[src/rtl/vt52_esc_decoder_if.sv]
// Byte-in / event-out handshake bundle for the VT52 escape decoder.
// The slave modport is the decoder side; the master modport is the byte source and event sink.
interface vt52_esc_decoder_if;
    logic [7:0] in_data;
    logic       in_valid;
    logic       in_ready;
    logic       ev_valid;
    logic       ev_ready;
    logic [3:0] ev_code;
    logic [7:0] ev_char;
    logic [4:0] ev_row;
    logic [6:0] ev_col;

    modport slave (
        input  in_data,
        input  in_valid,
        input  ev_ready,
        output in_ready,
        output ev_valid,
        output ev_code,
        output ev_char,
        output ev_row,
        output ev_col
    );

    modport master (
        output in_data,
        output in_valid,
        output ev_ready,
        input  in_ready,
        input  ev_valid,
        input  ev_code,
        input  ev_char,
        input  ev_row,
        input  ev_col
    );
endinterface

[src/rtl/vt52_esc_decoder.sv]
// Decodes the VT52 control/escape subset from the USB UART byte stream into one-word terminal events.
// Optional macro VT52_ESC_TIMEOUT_EN abandons a partial escape sequence after TIMEOUT_CYCLES idle cycles.
module vt52_esc_decoder #(
    parameter int ROWS           = 24,
    parameter int COLS           = 80,
    parameter int TIMEOUT_CYCLES = 48000
) (
    input  logic              clk_48mhz,
    input  logic              reset_n,
    vt52_esc_decoder_if.slave bus
);

    typedef enum logic [1:0] {
        IDLE  = 2'd0,
        ESC   = 2'd1,
        Y_ROW = 2'd2,
        Y_COL = 2'd3
    } state_t;

    typedef enum logic [3:0] {
        EV_PUT       = 4'd0,
        EV_CR        = 4'd1,
        EV_LF        = 4'd2,
        EV_BS        = 4'd3,
        EV_TAB       = 4'd4,
        EV_BEL       = 4'd5,
        EV_UP        = 4'd6,
        EV_DOWN      = 4'd7,
        EV_RIGHT     = 4'd8,
        EV_LEFT      = 4'd9,
        EV_HOME      = 4'd10,
        EV_ERASE_EOS = 4'd11,
        EV_ERASE_EOL = 4'd12,
        EV_GOTO      = 4'd13,
        EV_RLF       = 4'd14
    } ev_code_t;

    localparam logic [7:0] CH_BEL = 8'h07;
    localparam logic [7:0] CH_BS  = 8'h08;
    localparam logic [7:0] CH_TAB = 8'h09;
    localparam logic [7:0] CH_LF  = 8'h0A;
    localparam logic [7:0] CH_CR  = 8'h0D;
    localparam logic [7:0] CH_ESC = 8'h1B;

    localparam logic [7:0] ROW_MAX = 8'(ROWS - 1);
    localparam logic [7:0] COL_MAX = 8'(COLS - 1);

    state_t     state_q, state_d;
    state_t     decodeState;
    logic [4:0] rowLatch_q, rowLatch_d;

    logic       evValid_q, evValid_d;
    logic [3:0] evCode_q, evCode_d;
    logic [7:0] evChar_q, evChar_d;
    logic [4:0] evRow_q, evRow_d;
    logic [6:0] evCol_q, evCol_d;

    logic       inReady;
    logic       accept;

    logic       emit;
    ev_code_t   emitCode;
    logic [7:0] emitChar;
    logic [4:0] emitRow;
    logic [6:0] emitCol;

    // Underflow is taken from the 9th bit before any truncation; clamp happens on the full 8-bit value.
    function automatic logic [7:0] clampCoord(input logic [7:0] b, input logic [7:0] limit);
        logic [8:0] diff;
        diff = {1'b0, b} - 9'h020;
        if (diff[8]) begin
            return 8'h00;
        end else if (diff[7:0] > limit) begin
            return limit;
        end else begin
            return diff[7:0];
        end
    endfunction

    assign inReady = reset_n & (~evValid_q | bus.ev_ready);
    assign accept  = bus.in_valid & inReady;

`ifdef VT52_ESC_TIMEOUT_EN
    localparam int                CNT_W    = $clog2(TIMEOUT_CYCLES + 1);
    localparam logic [CNT_W-1:0]  TO_LIMIT = CNT_W'(TIMEOUT_CYCLES);

    logic [CNT_W-1:0] idleCnt_q, idleCnt_d;
    logic             timeoutFire;

    // A firing timeout makes this cycle decode as IDLE, so a byte arriving now starts fresh.
    assign timeoutFire = (state_q != IDLE) && (idleCnt_q >= TO_LIMIT);
    assign decodeState = timeoutFire ? IDLE : state_q;

    always_comb begin
        idleCnt_d = idleCnt_q + CNT_W'(1);
        if (accept || (decodeState == IDLE)) begin
            idleCnt_d = '0;
        end
    end

    always_ff @(posedge clk_48mhz) begin
        if (!reset_n) begin
            idleCnt_q <= '0;
        end else begin
            idleCnt_q <= idleCnt_d;
        end
    end
`else
    assign decodeState = state_q;
`endif

    always_comb begin
        state_d    = decodeState;
        rowLatch_d = rowLatch_q;
        emit       = 1'b0;
        emitCode   = EV_PUT;
        emitChar   = 8'h00;
        emitRow    = 5'h00;
        emitCol    = 7'h00;

        if (accept) begin
            unique case (decodeState)
                IDLE: begin
                    if ((bus.in_data >= 8'h20) && (bus.in_data <= 8'h7E)) begin
                        emit     = 1'b1;
                        emitCode = EV_PUT;
                        emitChar = bus.in_data;
                    end else begin
                        case (bus.in_data)
                            CH_CR:  begin emit = 1'b1; emitCode = EV_CR;  end
                            CH_LF:  begin emit = 1'b1; emitCode = EV_LF;  end
                            CH_BS:  begin emit = 1'b1; emitCode = EV_BS;  end
                            CH_TAB: begin emit = 1'b1; emitCode = EV_TAB; end
                            CH_BEL: begin emit = 1'b1; emitCode = EV_BEL; end
                            CH_ESC: state_d = ESC;
                            default: ;
                        endcase
                    end
                end
                ESC: begin
                    state_d = IDLE;
                    case (bus.in_data)
                        8'h41:  begin emit = 1'b1; emitCode = EV_UP;        end
                        8'h42:  begin emit = 1'b1; emitCode = EV_DOWN;      end
                        8'h43:  begin emit = 1'b1; emitCode = EV_RIGHT;     end
                        8'h44:  begin emit = 1'b1; emitCode = EV_LEFT;      end
                        8'h48:  begin emit = 1'b1; emitCode = EV_HOME;      end
                        8'h4A:  begin emit = 1'b1; emitCode = EV_ERASE_EOS; end
                        8'h4B:  begin emit = 1'b1; emitCode = EV_ERASE_EOL; end
                        8'h49:  begin emit = 1'b1; emitCode = EV_RLF;       end
                        8'h59:  state_d = Y_ROW;
                        CH_ESC: state_d = ESC;
                        default: ;
                    endcase
                end
                Y_ROW: begin
                    rowLatch_d = 5'(clampCoord(bus.in_data, ROW_MAX));
                    state_d    = Y_COL;
                end
                Y_COL: begin
                    emit     = 1'b1;
                    emitCode = EV_GOTO;
                    emitRow  = rowLatch_q;
                    emitCol  = 7'(clampCoord(bus.in_data, COL_MAX));
                    state_d  = IDLE;
                end
                default: state_d = IDLE;
            endcase
        end
    end

    // A new event may overwrite the held one only because accept implies the held one is retiring.
    always_comb begin
        evValid_d = evValid_q & ~bus.ev_ready;
        evCode_d  = evCode_q;
        evChar_d  = evChar_q;
        evRow_d   = evRow_q;
        evCol_d   = evCol_q;
        if (emit) begin
            evValid_d = 1'b1;
            evCode_d  = emitCode;
            evChar_d  = emitChar;
            evRow_d   = emitRow;
            evCol_d   = emitCol;
        end
    end

    always_ff @(posedge clk_48mhz) begin
        if (!reset_n) begin
            state_q    <= IDLE;
            rowLatch_q <= 5'h00;
            evValid_q  <= 1'b0;
            evCode_q   <= 4'h0;
            evChar_q   <= 8'h00;
            evRow_q    <= 5'h00;
            evCol_q    <= 7'h00;
        end else begin
            state_q    <= state_d;
            rowLatch_q <= rowLatch_d;
            evValid_q  <= evValid_d;
            evCode_q   <= evCode_d;
            evChar_q   <= evChar_d;
            evRow_q    <= evRow_d;
            evCol_q    <= evCol_d;
        end
    end

    assign bus.in_ready = inReady;
    assign bus.ev_valid = evValid_q;
    assign bus.ev_code  = evCode_q;
    assign bus.ev_char  = evChar_q;
    assign bus.ev_row   = evRow_q;
    assign bus.ev_col   = evCol_q;

endmodule

[src/flat_wrapper.sv]
// flat-port wrapper written by rule: the top's interface ports become plain ports
module vt52_esc_decoder_flat 
#(
    parameter int ROWS           = 24,
    parameter int COLS           = 80,
    parameter int TIMEOUT_CYCLES = 48000
)
  (clk_48mhz, reset_n, bus_in_data, bus_in_valid, bus_ev_ready, bus_in_ready, bus_ev_valid, bus_ev_code, bus_ev_char, bus_ev_row, bus_ev_col);
  vt52_esc_decoder_if bus_i ();
  input  logic clk_48mhz;
  input  logic reset_n;
  input wire logic [$bits(bus_i.in_data)-1:0] bus_in_data;
  input wire logic [$bits(bus_i.in_valid)-1:0] bus_in_valid;
  input wire logic [$bits(bus_i.ev_ready)-1:0] bus_ev_ready;
  output wire logic [$bits(bus_i.in_ready)-1:0] bus_in_ready;
  output wire logic [$bits(bus_i.ev_valid)-1:0] bus_ev_valid;
  output wire logic [$bits(bus_i.ev_code)-1:0] bus_ev_code;
  output wire logic [$bits(bus_i.ev_char)-1:0] bus_ev_char;
  output wire logic [$bits(bus_i.ev_row)-1:0] bus_ev_row;
  output wire logic [$bits(bus_i.ev_col)-1:0] bus_ev_col;
  assign bus_i.in_data = bus_in_data;
  assign bus_i.in_valid = bus_in_valid;
  assign bus_i.ev_ready = bus_ev_ready;
  assign bus_in_ready = bus_i.in_ready;
  assign bus_ev_valid = bus_i.ev_valid;
  assign bus_ev_code = bus_i.ev_code;
  assign bus_ev_char = bus_i.ev_char;
  assign bus_ev_row = bus_i.ev_row;
  assign bus_ev_col = bus_i.ev_col;
  vt52_esc_decoder #(.ROWS(ROWS), .COLS(COLS), .TIMEOUT_CYCLES(TIMEOUT_CYCLES)) u_core (.clk_48mhz(clk_48mhz), .reset_n(reset_n), .bus(bus_i));
endmodule
[config.mk]
export PLATFORM = sky130hd
export DESIGN_NAME = vt52_esc_decoder_flat
export DESIGN_NICKNAME = d
export VERILOG_FILES = /design/src/rtl/vt52_esc_decoder_if.sv /design/src/rtl/vt52_esc_decoder.sv /design/src/flat_wrapper.sv
export SDC_FILE = /design/constraint.sdc
export NUM_CORES = 1
export LEC_CHECK = 0
export CORE_ASPECT_RATIO = 1.4
export CORE_MARGIN = 2
export CORE_UTILIZATION = 45
export DETAILED_ROUTE_END_ITERATION = 12
export GPL_ROUTABILITY_DRIVEN = 0
export GPL_TIMING_DRIVEN = 0
export PLACE_DENSITY = 0.75
export SYNTH_ARGS = -nofsm -noshare
export SYNTH_HDL_FRONTEND = slang
export SYNTH_SLANG_ARGS = --single-unit
[constraint.sdc]
create_clock -name clk_48mhz -period 2.5 [get_ports clk_48mhz]
set_input_delay 0.375 -clock clk_48mhz [delete_from_list [all_inputs] [get_ports clk_48mhz]]
set_output_delay 0.375 -clock clk_48mhz [all_outputs]
set_load 0.02 [all_outputs]
==> flow_metrics.py, run 1 <==
metrics = {
    "status": {
        "status": "completed",
    },
    "synthesis": {
        "avgSynthCellArea_um2": 8.695,
        "synth_area_um2": 1722,
        "synth_cells": 198,
        "synth_area_leaders": "dfxtp_1, mux2i_1, nand2_1, a32o_1, clkbuf_1",
        "synth-edff-count": 0,
        "netlist.area_leader.share_pct": 37.21,
        "synth_nets": 213,
        "ys_seq_area_share_pct": 37.21,
        "yosys_warnings": 0,
        "synthDistinctLibCells": 48,
        "synth-async-reset-ratio_pct": 0,
        "ys.flop_type": "dfxtp_1",
        "ys_seq_elements": 32,
        "yosysTopAreaCell": "dfxtp_1",
    },
    "global_route": {
        "grt_usage_pct": 21.10,
        "antenna_found_initial": 0,
        "grt_first_pass_wirelength_mm": 7.279,
        "grt_max_degree": 11,
        "grt_pass1_vias": 1591,
        "grt-ovfl-total": 0,
    },
    "clocking": {
        "cts_root_buf": "clkbuf_8",
        "clkLatencyLatePin_ns": 0.29,
        "cts_tree": "done",
        "clk_pin_slew_ns": 0.07,
        "cts_sinks": 32,
        "cts_buffers": 5,
        "cts_max_level": 2,
        "cts_buffer_depth": 2,
    },
    "timing": {
        "fmax_ghz": 0.4125,
        "clock_skew_ns": 0.01013,
        "relSlewSlack_pct": 53.15,
        "drv_slew": 0,
        "min_period_ns": 2.424,
        "finalHoldViolations": 0,
        "fin_ws_ns": 0.07572,
        "fin_crit_sh_pct": 96.97,
        "setup_viol": 0,
        "fin_tns_setup_ns": 0,
        "worst_slew_pin_slew_ns": 0.6970,
    },
    "power_and_ir_drop": {
        "vdd_ir_drop_max_v": 0.0004092,
        "leakage_uw": 0.0009026,
        "p_per_area_nw_per_um2": 510.5,
        "power.total_uw": 1197,
    },
    "cells_and_area": {
        "drive_gt1_share_pct": 13.71,
        "nNetsFinal": 262,
        "syn_to_final_growth_pct": 36.19,
        "fin_area_um2": 2345,
        "utilization_pct": 64.35,
        "fillers": 316,
        "diodes": 0,
    },
    "floorplan": {
        "dieArea_um2": 4344,
        "io-pin-count": 38,
        "die_h_um": 77.19,
        "start_util_pct": 47.25,
        "core_area_um2": 3643,
        "die_width_um": 56.28,
        "rows": 26,
    },
    "place": {
        "portBuffers": 35,
        "pre_cts_ws_ns": -0.6507,
        "placed_cell_area_um2": 2128,
        "dp_hpwl_mm": 3.139,
    },
    "worst_setup_path": {
        "reg2reg_slack_ns": 0.56,
        "crit_type": "input pin to flop",
        "reg2reg_to": "u_core.bus.ev_col[0]",
        "worstSetupStartpointType": "input pin",
        "regToRegStartpoint": "u_core.decodeState[0]",
        "worst_setup_path_end_kind": "flop",
        "arrival_ns": 2.60,
        "rr_worst_depth": 6,
        "worstPathMaxFanout": 10,
        "worstPathRequired_ns": 2.68,
    },
    "run": {
        "max-cap-violations": 0,
    },
    "drt": {
        "drcViolationCount": 0,
        "ant_nets": 0,
        "dr.first_iter.drc_count": 54,
        "vias_per_cell": 5.886,
        "detail_route.first_pass.iterations": 4,
        "wl_mm": 4.436,
        "wl_per_cell_um": 15.30,
        "dr_total_vias": 1707,
    },
    "worst_hold_path": {
        "whs_path_depth": 2,
        "hp-class": "flop to flop",
        "hold_end": "u_core.bus.ev_row[4]",
        "min_from": "u_core.rowLatch_q[4]",
    },
}
Yosys cell counts (2+ instances only):
master    instances
ha_1              3
o31ai_1           4
inv_2             2
nand3b_1          2
a32o_1            7
a31oi_1           2
nand4_1           4
nor3_1            3
o21ai_0           6
and2_1            2
nor3b_1           2
a21oi_1           5
and3_1            4
inv_1             3
or4_1             2
a21boi_0          5
nor2b_1           3
nand2b_1          3
o211ai_1          5
nand2_1          37
dfxtp_1          32
nand3_1           3
or3_1             2
nor4_1            3
mux2i_1          15
buf_6             3
buf_1             2
nor2_1            4
clkbuf_1         11
cells in the final DEF, fill, tap and decap left out, types with 2 or more instances in the layout:
| master | Yosys | final |
|---|---|---|
| nor3_1 | 3 | 3 |
| clkdlybuf4s50_1 | 0 | 31 |
| dfxtp_1 | 32 | 32 |
| nor3b_1 | 2 | 2 |
| inv_2 | 2 | 2 |
| inv_1 | 3 | 3 |
| a21boi_0 | 5 | 5 |
| nor4_1 | 3 | 2 |
| nand4_1 | 4 | 4 |
| nand2_1 | 37 | 37 |
| o31ai_1 | 4 | 4 |
| clkbuf_1 | 11 | 9 |
| clkbuf_8 | 0 | 6 |
| buf_6 | 3 | 3 |
| mux2i_1 | 15 | 15 |
| nand2b_1 | 3 | 3 |
| and2_1 | 2 | 2 |
| a21oi_1 | 5 | 5 |
| nor2b_1 | 3 | 3 |
| o211ai_1 | 5 | 5 |
| or3_1 | 2 | 2 |
| a32o_1 | 7 | 7 |
| o21ai_0 | 6 | 6 |
| nor2_1 | 4 | 4 |
| or4_1 | 2 | 2 |
| a31oi_1 | 2 | 2 |
| buf_4 | 0 | 7 |
| clkbuf_2 | 0 | 2 |
| nand3_1 | 3 | 3 |
| dlygate4sd2_1 | 0 | 2 |
| nand3b_1 | 2 | 2 |
| and3_1 | 4 | 4 |
metal layers:
layer  up-vias  share of wire [%]  wire [um]  global-route usage (%)
met5         -                  0          0                       0
met4         0                3.4        150                   10.71
met3        20                5.8        256                   4.553
met2        69                 51       2249                   36.59
met1       795                 40       1780                   23.85
li1        823                  -          -                       -
report_power, final:
part	total [uW]	switching (uW)	internal, uW
Sequential	523	4.45	519
Clock	493	197	296
Combinational	181	99.4	81.2
state kept, by name, indices dropped and copies added, names as in the netlist, named ones only:
signal               count
u_core.bus.ev_code       4
u_core.bus.ev_valid      1
u_core.bus.ev_row        5
u_core.bus.ev_char       8
u_core.rowLatch_q        5
u_core.bus.ev_col        7
u_core.decodeState       1
worst max path at each step:
stage,startpoint,endpoint,depth (start not counted)
global route,bus_in_data[1],u_core.bus.ev_col[2],9
finish,bus_in_data[5],u_core.bus.ev_char[6],12
CTS,bus_in_data[3],u_core.bus.ev_char[6],8
floorplan,bus_in_data[5],u_core.bus.ev_char[5],11
global placement,bus_in_data[5],u_core.bus.ev_char[6],12
detailed placement,bus_in_data[5],u_core.bus.ev_char[6],12
cell families after synthesis:
kind of cell	after synthesis	share of synthesized area, %
adder cells (fa/ha/maj)	3	2.180
buffers and inverters	22	6.759
flip-flops	32	37.21
AND/OR/NAND/NOR	81	25.14
AO/OA/AOI/OAI	44	19.48
multiplexers	15	8.721
XOR/XNOR	1	0.5088
area by class of cell:
type                    count  area [um^2]  share of cell area (%)
multi-input cells         144         1010                   43.06
flip-flops and latches     32        640.6                   27.32
repair buffers             42        404.1                   17.24
plain buffers              17        111.4                   4.749
clock buffers               6        72.57                   3.095
well taps                  42        52.55                   2.241
clock inverters             2        35.03                   1.494
inverters                   5        18.77                  0.8004
worst max-delay path: stages:
cell and delay [ns]:
dlygate4sd2_1 0.23, clkbuf_8 0.13, inv_2 0.04, ha_2 0.19, ha_4 0.17, a21oi_1 0.13
o31a_1 0.19, a221oi_2 0.09, or4_1 0.50, buf_6 0.16, buf_8 0.14, a32o_1 0.25
timing repair:
item | CTS | global route
endpoints found under the hold margin | 0 | 0
setup buffers | 3 | 4
setup endpoints to repair | 25 | 20
hold buffers | 0 | 0
gates resized for setup | 9 | 10
pin swaps | 1 | 3
through the flow:
stage,hold slack [ns],instances
6_report,0.4513,290
5_1_grt,0.4743,290
4_1_cts,0.4550,286
3_5_place_dp,0.4496,275
3_3_place_gp,0.4421,275
2_1_floorplan,0.4350,198
No activity file was read; power rests on OpenSTA's default activity.
==> run 2: changes to the inputs <==
--- a/config.mk
+++ b/config.mk
@@ -8,6 +8,7 @@
 export CORE_ASPECT_RATIO = 1.4
 export CORE_MARGIN = 2
 export CORE_UTILIZATION = 45
+export CTS_CLUSTER_DIAMETER = 30
 export DETAILED_ROUTE_END_ITERATION = 12
 export GPL_ROUTABILITY_DRIVEN = 0
 export GPL_TIMING_DRIVEN = 0
==> results of run 2 <==
No change in the layout: final DEF, timing and power equal those of run 1.
==> run 3: changes to the inputs <==
--- a/config.mk
+++ b/config.mk
@@ -7,12 +7,14 @@
 export LEC_CHECK = 0
 export CORE_ASPECT_RATIO = 1.4
 export CORE_MARGIN = 2
-export CORE_UTILIZATION = 45
+export CORE_UTILIZATION = 47
+export CTS_BUF_LIST = sky130_fd_sc_hd__clkbuf_4
 export CTS_CLUSTER_DIAMETER = 30
 export DETAILED_ROUTE_END_ITERATION = 12
 export GPL_ROUTABILITY_DRIVEN = 0
 export GPL_TIMING_DRIVEN = 0
-export PLACE_DENSITY = 0.75
+export PLACE_DENSITY = 0.78
+export SLEW_MARGIN = 20
 export SYNTH_ARGS = -nofsm -noshare
 export SYNTH_HDL_FRONTEND = slang
 export SYNTH_SLANG_ARGS = --single-unit
==> flow_metrics.py, run 3 (synthesis gave the netlist of run 1 again) <==
metrics = {
    "global_route": {
        "grt_usage_pct": 22.79,
        "grt-ovfl-total": 0,
        "grt_pass1_vias": 1506,
        "grt_max_degree": 11,
        "antenna_found_initial": 0,
        "grt_first_pass_wirelength_mm": 6.824,
    },
    "clocking": {
        "cts_root_buf": "clkbuf_4",
        "cts_sinks": 32,
        "cts_buffer_depth": 2,
        "clkLatencyLatePin_ns": 0.34,
        "cts_buffers": 5,
        "cts_max_level": 2,
        "cts_tree": "done",
        "clk_pin_slew_ns": 0.10,
    },
    "cells_and_area": {
        "diodes": 0,
        "layout_commonest_cell": "nand2_1",
        "drive_gt1_share_pct": 12.65,
        "multi_input_area_um2": 998.5,
        "fillers": 324,
        "seqCellArea_um2": 640.6,
        "nNetsFinal": 259,
        "syn_to_final_growth_pct": 32.05,
        "final_cell_mix": "nand2_1, dfxtp_1, clkdlybuf4s50_1",
        "largest_reg_flops": 8,
    },
    "worst_setup_path": {
        "crit_path_start": "bus_in_data[3]",
        "worst_setup_path_end_kind": "flop",
        "crit_path_end": "u_core.bus.ev_char[6]",
        "cpPeakStageDelay_ns": 0.53,
        "reg2reg_slack_ns": 0.56,
        "worstPathMaxFanout": 10,
        "worstPathRequired_ns": 2.74,
        "crit_family": "simple AND/OR/NAND/NOR gates",
        "regToRegStartpoint": "u_core.decodeState[0]",
        "cp_slowest_cell": "or4_4",
        "arrival_ns": 2.65,
        "rr_worst_depth": 6,
        "worst-path-stages": 8,
        "critPathBufInv": 3,
        "reg2reg_to": "u_core.bus.ev_col[4]",
        "path_cells": "clkdlybuf4s50_1, or3_4, o21ai_2, a221oi_2, or4_4, buf_6, buf_8, a32o_1",
        "crit_type": "input pin to flop",
        "worstSetupStartpointType": "input pin",
    },
    "floorplan": {
        "die_h_um": 75.61,
        "start_util_pct": 48.11,
        "core_area_um2": 3578,
        "io-pin-count": 38,
        "die_width_um": 55.15,
        "rows": 26,
        "dieArea_um2": 4170,
    },
    "timing": {
        "clock_skew_ns": 0.01439,
        "finalHoldViolations": 0,
        "setup_viol": 0,
        "min_period_ns": 2.415,
        "relSlewSlack_pct": 51.72,
        "fmax_ghz": 0.4141,
        "rsz0062_at_grt": "no",
        "worst_slew_pin_slew_ns": 0.7182,
        "fin_tns_setup_ns": 0,
        "whs_ns": 0.4011,
        "fin_crit_sh_pct": 96.59,
        "drv_slew": 0,
    },
    "status": {
        "status": "completed",
    },
    "drt": {
        "ant_nets": 0,
        "dr_total_vias": 1677,
        "vias_per_cell": 5.843,
        "detail_route.first_pass.iterations": 6,
        "wl_mm": 4.268,
        "wl_per_cell_um": 14.87,
        "drcViolationCount": 0,
        "dr.first_iter.drc_count": 51,
    },
    "place": {
        "dp_hpwl_mm": 3.131,
        "portBuffers": 35,
    },
    "run": {
        "max-cap-violations": 0,
    },
    "worst_hold_path": {
        "hp-class": "input pin to flop",
    },
    "power_and_ir_drop": {
        "leakage_uw": 0.0008681,
        "vdd_ir_drop_max_v": 0.0004598,
        "p_per_area_nw_per_um2": 482.8,
    },
}
[run 3: cell types whose count changed in the layout (fill, tap and decap cells not counted), sizes merged]
cell,delta
buf,-4
clkbuf,+2
clkdlybuf4s15,-1
clkdlybuf4s50,+1
dlymetal6s2s,-1
[run 3: per-stage QoR]
step                util, %  cell area, um^2  instances  total power [uW]  setup slack (ns)
global route          63.53             2273        287              1140          0.001461
global placement      59.48             2128        275             695.4           -0.6168
finish                63.53             2273        287              1098           0.08531
CTS                   62.31             2230        285              1093          0.002097
detailed placement    59.48             2128        275             697.2           -0.6321
floorplan                 -             1725        198             634.6           0.02447
[run 3: worst min path at each step]
stage / from / to / depth (start not counted) / slack [ns]
4_1_cts: u_core.rowLatch_q[3] / u_core.bus.ev_row[3] / 2 / 0.47
3_5_place_dp: u_core.rowLatch_q[3] / u_core.bus.ev_row[3] / 2 / 0.45
2_1_floorplan: u_core.rowLatch_q[0] / u_core.bus.ev_row[0] / 2 / 0.43
5_1_grt: bus_in_data[6] / u_core.bus.ev_char[6] / 2 / 0.38
3_3_place_gp: u_core.rowLatch_q[4] / u_core.bus.ev_row[4] / 2 / 0.44
6_report: bus_in_data[6] / u_core.bus.ev_char[6] / 2 / 0.40
[run 3: area by class of cell]
cell class | count | share of cell area [%]
Clock buffer | 6 | 1.981
Clock inverter | 2 | 1.541
Buffer | 17 | 4.843
Tap cell | 42 | 2.312
Timing Repair Buffer | 39 | 16.40
Multi-Input combinational cell | 144 | 43.92
Sequential cell | 32 | 28.18
Inverter | 5 | 0.8255
[run 3: report_power, final]
part,internal (uW),total (uW),switching (uW)
Sequential,519,524,4.80
Combinational,75.9,173,97.3
Clock,220,401,181
[run 3: layer usage]
layer / vias up / share of wire (%) / GRT usage [%]
li1: 816 / - / -
met5: - / 0 / 0
met4: 0 / 3.6 / 12.47
met1: 803 / 41 / 27.44
met3: 15 / 4.1 / 4.510
met2: 43 / 52 / 37.30
[run 3: what timing repair did]
item | CTS | global route
setup endpoints to repair | 25 | 19
buffers inserted | 2 | 2
resized for setup | 6 | 7
pin swaps | 1 | 1
hold buffers | 0 | 0
